`config.mk`:
```
export PLATFORM = sky130hd
export DESIGN_NAME = fetch_queue
export DESIGN_NICKNAME = d
export VERILOG_FILES = /design/src/rtl/fetch_queue.sv
export SDC_FILE = /design/constraint.sdc
export NUM_CORES = 1
export LEC_CHECK = 0
export CAP_MARGIN = 20
export CORE_ASPECT_RATIO = 1.5
export CORE_MARGIN = 1.5
export CORE_UTILIZATION = 57
export CTS_BUF_LIST = sky130_fd_sc_hd__clkbuf_8
export DETAILED_ROUTE_END_ITERATION = 12
export GPL_TIMING_DRIVEN = 0
export PLACE_DENSITY = 0.83
export SETUP_SLACK_MARGIN = 0.3
export SLEW_MARGIN = 20
export SYNTH_ARGS = -nofsm -noshare
export SYNTH_HDL_FRONTEND = slang
export SYNTH_SLANG_ARGS = --single-unit
```
`constraint.sdc`:
```
create_clock -name clk -period 3.5 [get_ports clk]
set_clock_uncertainty 0.1 [all_clocks]
set_input_delay 0.7 -clock clk [delete_from_list [all_inputs] [get_ports clk]]
set_output_delay 0.7 -clock clk [all_outputs]
set_load 0.03 [all_outputs]
```
`src/rtl/fetch_queue.sv`:
```
// Fetch-to-decode instruction queue: circular FIFO of {pc, instr} with valid/ready on both sides and a one-cycle flush.
// Optional zero-latency empty-queue bypass is compiled in when FETCH_QUEUE_BYPASS_EN is defined.
module fetch_queue #(
  parameter int DEPTH   = 4,
  parameter int PC_W    = 12,
  parameter int INSTR_W = 32,
  parameter int CNT_W   = $clog2(DEPTH + 1)
) (
  input  logic               clk,
  input  logic               rst_n,
  input  logic               flush,
  input  logic               in_valid,
  output logic               in_ready,
  input  logic [PC_W-1:0]    pc_in,
  input  logic [INSTR_W-1:0] instr_in,
  output logic               out_valid,
  input  logic               out_ready,
  output logic [PC_W-1:0]    pc_out,
  output logic [INSTR_W-1:0] instr_out,
  output logic [CNT_W-1:0]   count,
  output logic               full,
  output logic               empty
);

  localparam int PTR_W   = $clog2(DEPTH);
  localparam int ENTRY_W = PC_W + INSTR_W;

  logic [ENTRY_W-1:0] mem [DEPTH];
  logic [PTR_W-1:0]   wr_ptr;
  logic [PTR_W-1:0]   rd_ptr;
  logic [ENTRY_W-1:0] head;
  logic               push;
  logic               pop;
  logic               bypass;
  logic               wr_en;
  logic               rd_en;

  assign full     = (count == CNT_W'(DEPTH));
  assign empty    = (count == '0);
  assign in_ready = !full;
  assign push     = in_valid && in_ready;
  assign head     = mem[rd_ptr];

`ifdef FETCH_QUEUE_BYPASS_EN
  assign bypass = empty && !flush && in_valid;
`else
  assign bypass = 1'b0;
`endif

  // NOTE: every output of this block is assigned a default first, so no latch can be inferred.
  always_comb begin
    out_valid = !empty || bypass;
    pop       = out_valid && out_ready;
    // A bypassed entry consumed in the same cycle never touches storage.
    wr_en     = push && !(bypass && out_ready);
    rd_en     = pop && !empty;
    pc_out    = '0;
    instr_out = '0;
    if (bypass) begin
      pc_out    = pc_in;
      instr_out = instr_in;
    end else if (!empty) begin
      {pc_out, instr_out} = head;
    end
  end

  // NOTE: sequential state uses non-blocking assignments so every register samples pre-edge values.
  always_ff @(posedge clk or negedge rst_n) begin
    if (!rst_n) begin
      wr_ptr <= '0;
      rd_ptr <= '0;
      count  <= '0;
    end else if (flush) begin
      wr_ptr <= '0;
      rd_ptr <= '0;
      count  <= '0;
    end else begin
      // DEPTH is a power of two, so pointer overflow is the modulo wrap.
      if (wr_en) wr_ptr <= wr_ptr + PTR_W'(1);
      if (rd_en) rd_ptr <= rd_ptr + PTR_W'(1);
      case ({wr_en, rd_en})
        2'b10:   count <= count + CNT_W'(1);
        2'b01:   count <= count - CNT_W'(1);
        default: count <= count;
      endcase
    end
  end

  // NOTE: storage is deliberately not reset; only pointers and count define validity.
  always_ff @(posedge clk) begin
    if (wr_en && !flush) mem[wr_ptr] <= {pc_in, instr_in};
  end

endmodule

```
==> flow_summary.yaml, run 1 <==
run_status:
  outcome: "completed"
route:
  wire_per_inst_um: 20.1
  via_per_inst: 5.69
  drt_first_pass_iters: 4
  dr_total_vias: 3583
  finalWirelength_mm: 12.6
  drc: 0
  ant_nets: 0
  drt_first_iter_violations: 173
global_routing:
  grt_use_total: 0.204
  grt_max_degree: 45
  grt_pass1_vias: 3780
  antenna_found_initial: 0
  grt_pass1_wl_mm: 19.7
  gr-total-overflow: 0
flow_run:
  cap_violations: 0
placed_design:
  place_area_um2: 8460
  hpwl_mm: 7.82
  place_inst: 598
  post-place-ws_ns: 0.507
  routabilityCongestion: 0.700
  io_buffers: 98
setup_path:
  crit_path_end_kind: "output port"
  rrSetupSlack_ns: 1.10
  cp_max_fo: 10
  startpoint_type: "flip-flop"
  critical_path_class: "flip-flop to output port"
  cp.arrival_ns: 2.31
  critPathRequiredTime_ns: 2.70
power:
  intPower_w: 0.00347
  p_leak_nw: 3.09
  ir_drop_mv: 0.363
  p_seq_frac: 0.525
  powerDensity_nw_per_um2: 545
  p_switching_w: 0.00130
  power_frac_comb: 0.206
  clock_power_share: 0.269
  switching_share: 0.273
sta:
  worstMarginPinSlew_ns: 0.702
  maxSlewViolCount: 0
  setup_viol: 0
  fin_crit_sh: 0.887
  worst_slack_ns: 0.395
  setup_tns_ns: 0
  period_needed_ns: 3.11
  max_freq_mhz: 322
  worst_slew_margin_rel: 0.532
  grt_setup_unrepaired: "no"
  hold_viol_final: 0
synthesis:
  synthFlopType: "edfxtp_1"
  synth-simple-area-share: 0.0607
  synth-edff-count: 176
  ys_types: 35
  ys_ff_latch: 183
  syn_area_um2: 7280
  yosysSeqAreaShare: 0.750
  syn_area_per_cell_um2: 21.2
  synthAdderAreaFrac: 0.00963
  synthesis.nets: 398
  yosys.area_share.xor_xnor: 0.00482
  synthMuxAreaShare: 0.139
  yosysWarnings: 0
  async_reset_ff_frac: 0.0383
  synth_cells: 344
  synth_compound_area_frac: 0.00997
  synth_top_family_by_area: "multiplexers"
floorplan:
  die_w_um: 95.2
  rows: 50
  core_um2: 12400
  die-area_um2: 13500
  io-pin-count: 100
  die_h_um: 141
  start_util: 0.584
clock_network:
  cts_root_buffer: "clkbuf_8"
  clk_pin_slew_ns: 0.09
  cts.path.max_buffers: 2
  cts_tree: "done"
  cts.sinks: 183
  cts_buffers: 17
  post-cts-setup-buffers: 0
  htreeDepth: 4
  clk_latency_ns: 0.44
layout:
  antennaDiodeCount: 0
  area_growth_syn_to_layout_pct: 20.6
  drive_gt1_frac: 0.207
  finalNetCount: 515
  final_common_cell: "edfxtp_1"
  final_cell_mix: "edfxtp_1 (176), clkdlybuf4s50_1 (52), and2_1 (44)"
  final_cells: 630
  design_area_um2: 8770
worst_hold_path:
  holdCritPathClass: "input pin to asynchronous set/reset pin"
-- cells in the mapped netlist, types with 4 or more instances --
| cell type | n | area [um2] |
|---|---|---|
| and2_1 | 48 | 300 |
| buf_12 | 4 | 80.1 |
| buf_2 | 7 | 35.0 |
| clkbuf_1 | 5 | 18.8 |
| dfrtp_1 | 7 | 175 |
| edfxtp_1 | 176 | 5290 |
| ha_1 | 4 | 50.1 |
| inv_1 | 4 | 15.0 |
| mux4_1 | 6 | 158 |
| mux4_2 | 38 | 856 |
| nand2_1 | 5 | 18.8 |
| nor2_1 | 7 | 26.3 |
-- worst max-delay path, cell delays in order, from the launching register on --
cell             delay (ns)
dfrtp_2                0.45
buf_6                  0.15
or3_4                  0.40
buf_6                  0.16
clkbuf_2               0.19
and2_1                 0.17
clkdlybuf4s15_1        0.34
-- per-stage QoR --
step | total power (W) | util | hold WS [ns]
2_1_floorplan | 0.00322 | - | 0.304
3_3_place_gp | 0.00360 | 0.679 | 0.459
5_1_grt | 0.00496 | 0.705 | 0.426
6_report | 0.00478 | 0.705 | 0.420
4_1_cts | 0.00482 | 0.705 | 0.421
3_5_place_dp | 0.00363 | 0.680 | 0.488
-- logic make-up (layout without fill, tap and decap cells) --
group | after synthesis | after routing
AOI/OAI and AO/OA | 11 | 11
and+or+nand+nor | 74 | 74
buffers and inverters | 23 | 153
adders and majority gates | 5 | 5
xor gates and xnor gates | 4 | 4
DFF | 183 | 183
muxes | 44 | 44
-- registers in the layout (all words and copies together), names as in the netlist --
signal  cells
rd_ptr      2
wr_ptr      2
mem       176
count       3
-- worst paths after layout --
check                                 to       from  cells past startpoint
max reg2reg                     count[2]   count[0]                      8
max in group asynchronous       count[0]      rst_n                      1
max                        instr_out[19]   count[0]                      6
min                             count[1]      rst_n                      1
min reg2reg                    wr_ptr[1]  wr_ptr[1]                      2
min in group clk               wr_ptr[1]  wr_ptr[1]                      2
-- power groups by stage --
stage | combinational (W) | clock [W] | sequential [W]
floorplan | 0.000655 | 0 | 0.00256
global placement | 0.00105 | 0 | 0.00256
detailed placement | 0.00107 | 0 | 0.00256
CTS | 0.00100 | 0.00131 | 0.00251
global route | 0.00105 | 0.00139 | 0.00252
finish | 0.000983 | 0.00129 | 0.00251
-- routing by layer --
layer | global-route usage | part of all wire | vias up | wire (um)
met3 | 0.0472 | 0.036 | 24 | 457
met4 | 0.0864 | 0.024 | 0 | 303
met1 | 0.247 | 0.39 | 1845 | 4940
li1 | - | - | 1613 | -
met5 | 0 | 0 | - | 0
met2 | 0.348 | 0.55 | 101 | 6940
-- area by class of cell --
class	count	area (um2)
tap	156	195
sequential	183	5460
inverter	4	15.0
clock buffer	17	234
buffer	19	171
fill	771	3680
timing repair buffer	98	923
multi-input combinational	138	1640
clock inverter	15	128
-- what timing repair did --
item | 4_1_cts | 5_1_grt
hold buffers | 0 | 0
gates resized for setup | 42 | 24
setup endpoints to repair | 41 | 24
Note: power is estimated with default switching activity, not from simulation.
==> run 2, diff against run 1 <==
CORE_UTILIZATION = 44   (was 57)
PLACE_DENSITY = 0.66   (was 0.83)
==> run 2 against run 1 <==
Non-clock buffer count is the same. Fmax grew 0.34%. Final cell count grew 7.8%. Count of clock-buffer cells in the layout is the same. Power grew 2.3%. Via count shrank 2.5%. Worst setup slack gained 0.010 ns. Highest routed layer unchanged. Register-to-register slack lost 0.03 ns. Critical endpoint unchanged. Combinational power grew 0.5%. Clock power grew 8%.
==> flow_summary.yaml, run 2 (synthesis results as in run 1) <==
sta:
  fin_crit_sh: 0.884
  setup_viol: 0
  worstMarginPinSlew_ns: 0.722
  maxSlewViolCount: 0
  hold_viol_final: 0
  period_needed_ns: 3.10
  worst_slew_margin_rel: 0.519
  worst_slack_ns: 0.405
  max_freq_mhz: 323
  grt_setup_unrepaired: "no"
  setup_tns_ns: 0
  fin_worst_hold_slack_ns: 0.422
setup_path:
  critical_path_class: "flip-flop to output port"
  startpoint_type: "flip-flop"
  reg2reg_from: "count[0]"
  critPathRequiredTime_ns: 2.70
  cp.arrival_ns: 2.30
  crit_path_end_kind: "output port"
  rrSetupSlack_ns: 1.07
  r2r_cells: 8
  regToRegEndpoint: "count[2]"
  cp_max_fo: 10
power:
  p_leak_nw: 3.11
  power_w: 0.00489
  powerDensity_nw_per_um2: 551
  ir_drop_mv: 0.267
global_routing:
  grt_use_total: 0.163
  grt_pass1_vias: 3758
  grt_pass1_wl_mm: 20.7
  grt_max_degree: 45
  antenna_found_initial: 0
  gr-total-overflow: 0
layout:
  top_register: "mem"
  multi_input_area_um2: 1640
  antennaDiodeCount: 0
  final_common_cell: "edfxtp_1"
  seq_area_um2: 5460
  reg.largest.list: "mem: 176 flops, count: 3 flops"
  finalNetCount: 515
  fillers: 1298
  final_cell_mix: "edfxtp_1 (176), clkdlybuf4s50_1 (52), and2_1 (44)"
  largest_register_ff_count: 176
  design_area_um2: 8870
  area_growth_syn_to_layout_pct: 21.9
  drive_gt1_frac: 0.203
placed_design:
  hpwl_mm: 7.78
  place_area_um2: 8520
  io_buffers: 98
  routabilityCongestion: 0.711
  post-place-ws_ns: 0.486
floorplan:
  core_um2: 16200
  die_h_um: 160
  die-area_um2: 17300
  die_w_um: 108
  io-pin-count: 100
  rows: 57
  start_util: 0.449
clock_network:
  htreeDepth: 4
  cts_tree: "done"
  cts.path.max_buffers: 2
  cts.sinks: 183
  cts_hold_buffers: 0
  clk_latency_ns: 0.43
  clk_pin_slew_ns: 0.10
  cts_root_buffer: "clkbuf_8"
  cts_buffers: 17
route:
  finalWirelength_mm: 13.2
  dr_total_vias: 3494
  drc: 0
  drt_first_pass_iters: 4
  via_per_inst: 5.15
  drt_first_iter_violations: 189
  ant_nets: 0
  wire_per_inst_um: 19.4
flow_run:
  cap_violations: 0
worst_hold_path:
  holdCritPathClass: "input pin to asynchronous set/reset pin"
run_status:
  outcome: "completed"
[run 2: cell count changes in the layout (fill, tap and decap cells not counted)]
cell / change
clkinvlp_4: +2
buf_2: +1
clkinv_4: -2
clkbuf_2: -3
clkbuf_1: -2
clkinv_1: -1
dlymetal6s2s_1: -1
dlygate4sd2_1: +8
inv_8: +2
clkdlybuf4s15_1: -3
clkinv_2: -1
bufinv_16: +1
inv_6: -2
[run 2: power by group]
| part | switching (W) | internal (W) | leakage (nW) |
|---|---|---|---|
| sequential | 0.0000251 | 0.00248 | 1.69 |
| combinational | 0.000557 | 0.000431 | 1.22 |
| clock | 0.000752 | 0.000639 | 0.191 |
[run 2: stage by stage]
| step | instances | util |
|---|---|---|
| global placement | 648 | 0.526 |
| detailed placement | 648 | 0.527 |
| finish | 679 | 0.548 |
| floorplan | 344 | - |
| global route | 679 | 0.548 |
| CTS | 679 | 0.548 |
[run 2: worst max path at each step]
stage	start	to	slack (ns)	cells after the start
global route	count[0]	instr_out[19]	0.31	6
finish	count[0]	instr_out[19]	0.40	6
floorplan	count[2]	mem[0][0]	0.75	4
detailed placement	count[0]	instr_out[14]	0.49	6
global placement	in_valid	mem[3][18]	-0.64	5
CTS	count[0]	instr_out[14]	0.30	6
[run 2: worst max-delay path, stage by stage (launching register included)]
cell and delay (ns):
dfrtp_2 0.45, buf_6 0.14, or3_4 0.40, buf_6 0.16, buf_2 0.18, and2_1 0.17
dlygate4sd2_1 0.35
[run 2: routing by layer]
| metal | vias up | routed length, um | track usage | part of all wire |
|---|---|---|---|---|
| li1 | 1609 | - | - | - |
| met1 | 1800 | 5370 | 0.199 | 0.41 |
| met2 | 75 | 7170 | 0.286 | 0.54 |
| met3 | 10 | 456 | 0.0341 | 0.035 |
| met4 | 0 | 183 | 0.0544 | 0.014 |
| met5 | - | 0 | 0 | 0 |
[run 2: cell type report]
class	count	area share
Sequential cell	183	0.616
Multi-Input combinational cell	138	0.185
Timing Repair Buffer	98	0.105
Tap cell	206	0.0291
Clock buffer	17	0.0264
Buffer	19	0.0196
Clock inverter	14	0.0171
Inverter	4	0.00169
[run 2: timing repair]
action / CTS / global route
gates resized for setup: 45 / 13
endpoints found under the hold margin: 0 / 0
endpoints found under the setup margin: 42 / 15
buffers inserted: 0 / 0
==> run 3, diff against run 2 <==
ABC_CLOCK_PERIOD_IN_PS = 3500   (was not set)
CTS_CLUSTER_SIZE = 14   (was not set)
PLACE_DENSITY = 0.64   (was 0.66)
==> run 3 against run 2 <==
Non-clock buffer count grew 4. Final cell count grew 0.59%. Clock power shrank 4%. Highest routed layer unchanged. Sequential power is essentially flat. Die area is the same. Via count grew 1.4%. Power shrank 0.82%. Utilization grew 0.46 points.
==> flow_summary.yaml, run 3 (synthesis results as in run 1) <==
route:
  drc: 0
  via_per_inst: 5.19
  ant_nets: 0
  dr_total_vias: 3543
  drt_first_iter_violations: 155
  wire_per_inst_um: 19.4
  finalWirelength_mm: 13.2
  drt_first_pass_iters: 4
global_routing:
  gr-total-overflow: 0
  antenna_found_initial: 0
  grt_pass1_wl_mm: 20.0
  grt_pass1_vias: 3628
  grt_use_total: 0.159
  grt_max_degree: 28
setup_path:
  reg2reg_from: "count[0]"
  critPathRequiredTime_ns: 2.70
  crit_end: "instr_out[20]"
  critical_path_class: "flip-flop to output port"
  rrSetupSlack_ns: 1.05
  r2r_cells: 8
  startpoint_type: "flip-flop"
  regToRegEndpoint: "count[1]"
  critPathLaunch: "count[0]"
  cp_num_buf_inv: 4
  path_cells: "buf_6, or3_4, buf_6, buf_2, and2_1, dlygate4sd2_1"
  crit_path_end_kind: "output port"
  cp_top_family: "buffers and inverters"
  cp_max_fo: 10
  cp.depth: 6
  cp_common_cell: "buf_6"
  cp_slowest_cell: "dfrtp_1"
  slowest_delay_ns: 0.43
  cp.arrival_ns: 2.30
layout:
  antennaDiodeCount: 0
  drive_gt1_frac: 0.210
  final_cells: 683
  top_register: "mem"
  area_growth_syn_to_layout_pct: 22.9
  reg.largest.list: "mem: 176 flops, count: 3 flops"
  finalNetCount: 519
  final_cell_mix: "edfxtp_1 (176), clkdlybuf4s50_1 (53), and2_1 (44)"
  final_common_cell: "edfxtp_1"
  design_area_um2: 8940
  largest_register_ff_count: 176
floorplan:
  die_w_um: 108
  start_util: 0.449
  die-area_um2: 17300
  rows: 57
  io-pin-count: 100
  core_um2: 16200
  die_h_um: 160
clock_network:
  clk_latency_ns: 0.43
  clk_pin_slew_ns: 0.09
  cts_tree: "done"
  cts.sinks: 183
  cts_buffers: 17
  cts_root_buffer: "clkbuf_8"
  htreeDepth: 4
  cts.path.max_buffers: 2
  post-cts-setup-buffers: 0
sta:
  grt_setup_unrepaired: "no"
  fin_worst_hold_slack_ns: 0.436
  setup_tns_ns: 0
  maxSlewViolCount: 0
  fin_crit_sh: 0.885
  setup_viol: 0
  worst_slack_ns: 0.403
  period_needed_ns: 3.10
  worstMarginPinSlew_ns: 0.424
  hold_viol_final: 0
  worst_slew_margin_rel: 0.717
  max_freq_mhz: 323
power:
  power_frac_comb: 0.207
  ir_drop_mv: 0.259
  p_leak_nw: 3.14
  intPower_w: 0.00350
  switching_share: 0.277
  clock_power_share: 0.276
  p_switching_w: 0.00134
  powerDensity_nw_per_um2: 542
  p_seq_frac: 0.517
placed_design:
  hpwl_mm: 8.04
  place_area_um2: 8600
  place_inst: 652
  routabilityCongestion: 0.736
  io_buffers: 98
  post-place-ws_ns: 0.489
flow_run:
  cap_violations: 0
worst_hold_path:
  holdCritPathClass: "input pin to asynchronous set/reset pin"
run_status:
  outcome: "completed"
## run 3: changes by cell type in the layout (fill, tap and decap cells not counted), sizes merged
cell	previous run	this run
buf	15	19
clkinvlp	4	2
inv	10	12
bufinv	2	1
clkdlybuf4s50	52	53
clkinv	2	3
dlygate4sd2	38	37
## run 3: area by class of cell
cell class / instances / area (um2)
fill: 1252 / 7250
sequential: 183 / 5460
multi-input combinational: 138 / 1640
timing repair buffer: 102 / 1010
tap: 206 / 258
clock buffer: 17 / 234
buffer: 19 / 180
clock inverter: 14 / 139
inverter: 4 / 15.0
## run 3: worst min path at each step
stage          cells past startpoint         to  slack, ns       from
2_1_floorplan                      0   count[0]       0.30      rst_n
3_3_place_gp                       2  wr_ptr[1]       0.46  wr_ptr[1]
3_5_place_dp                       2  wr_ptr[1]       0.47  wr_ptr[1]
4_1_cts                            1  wr_ptr[0]       0.40      rst_n
5_1_grt                            1  wr_ptr[0]       0.41      rst_n
6_report                           1   count[2]       0.44      rst_n
## run 3: metrics by stage
step	util	total power [W]
after floorplan	-	0.00322
after global placement	0.526	0.00362
after detailed placement	0.531	0.00364
after CTS	0.552	0.00491
after global routing	0.552	0.00504
final	0.552	0.00485
## run 3: power by group through the flow
stage | sequential [W] | combinational, W | clock [W]
final | 0.00250 | 0.00100 | 0.00134
after global routing | 0.00251 | 0.00107 | 0.00145
after CTS | 0.00251 | 0.00103 | 0.00138
after detailed placement | 0.00256 | 0.00109 | 0
after global placement | 0.00256 | 0.00107 | 0
after floorplan | 0.00256 | 0.000655 | 0
## run 3: repair_timing
action / CTS / global route
cloned: 0 / 0
resized for setup: 46 / 14
hold buffers: 0 / 0
endpoints found under the setup margin: 41 / 16
## run 3: per-layer routing
metal	GRT usage	wire length, um	up-vias
met5	0	0	-
met4	0.0520	140	0
met3	0.0329	451	10
met2	0.273	7110	62
met1	0.200	5540	1859
li1	-	-	1612
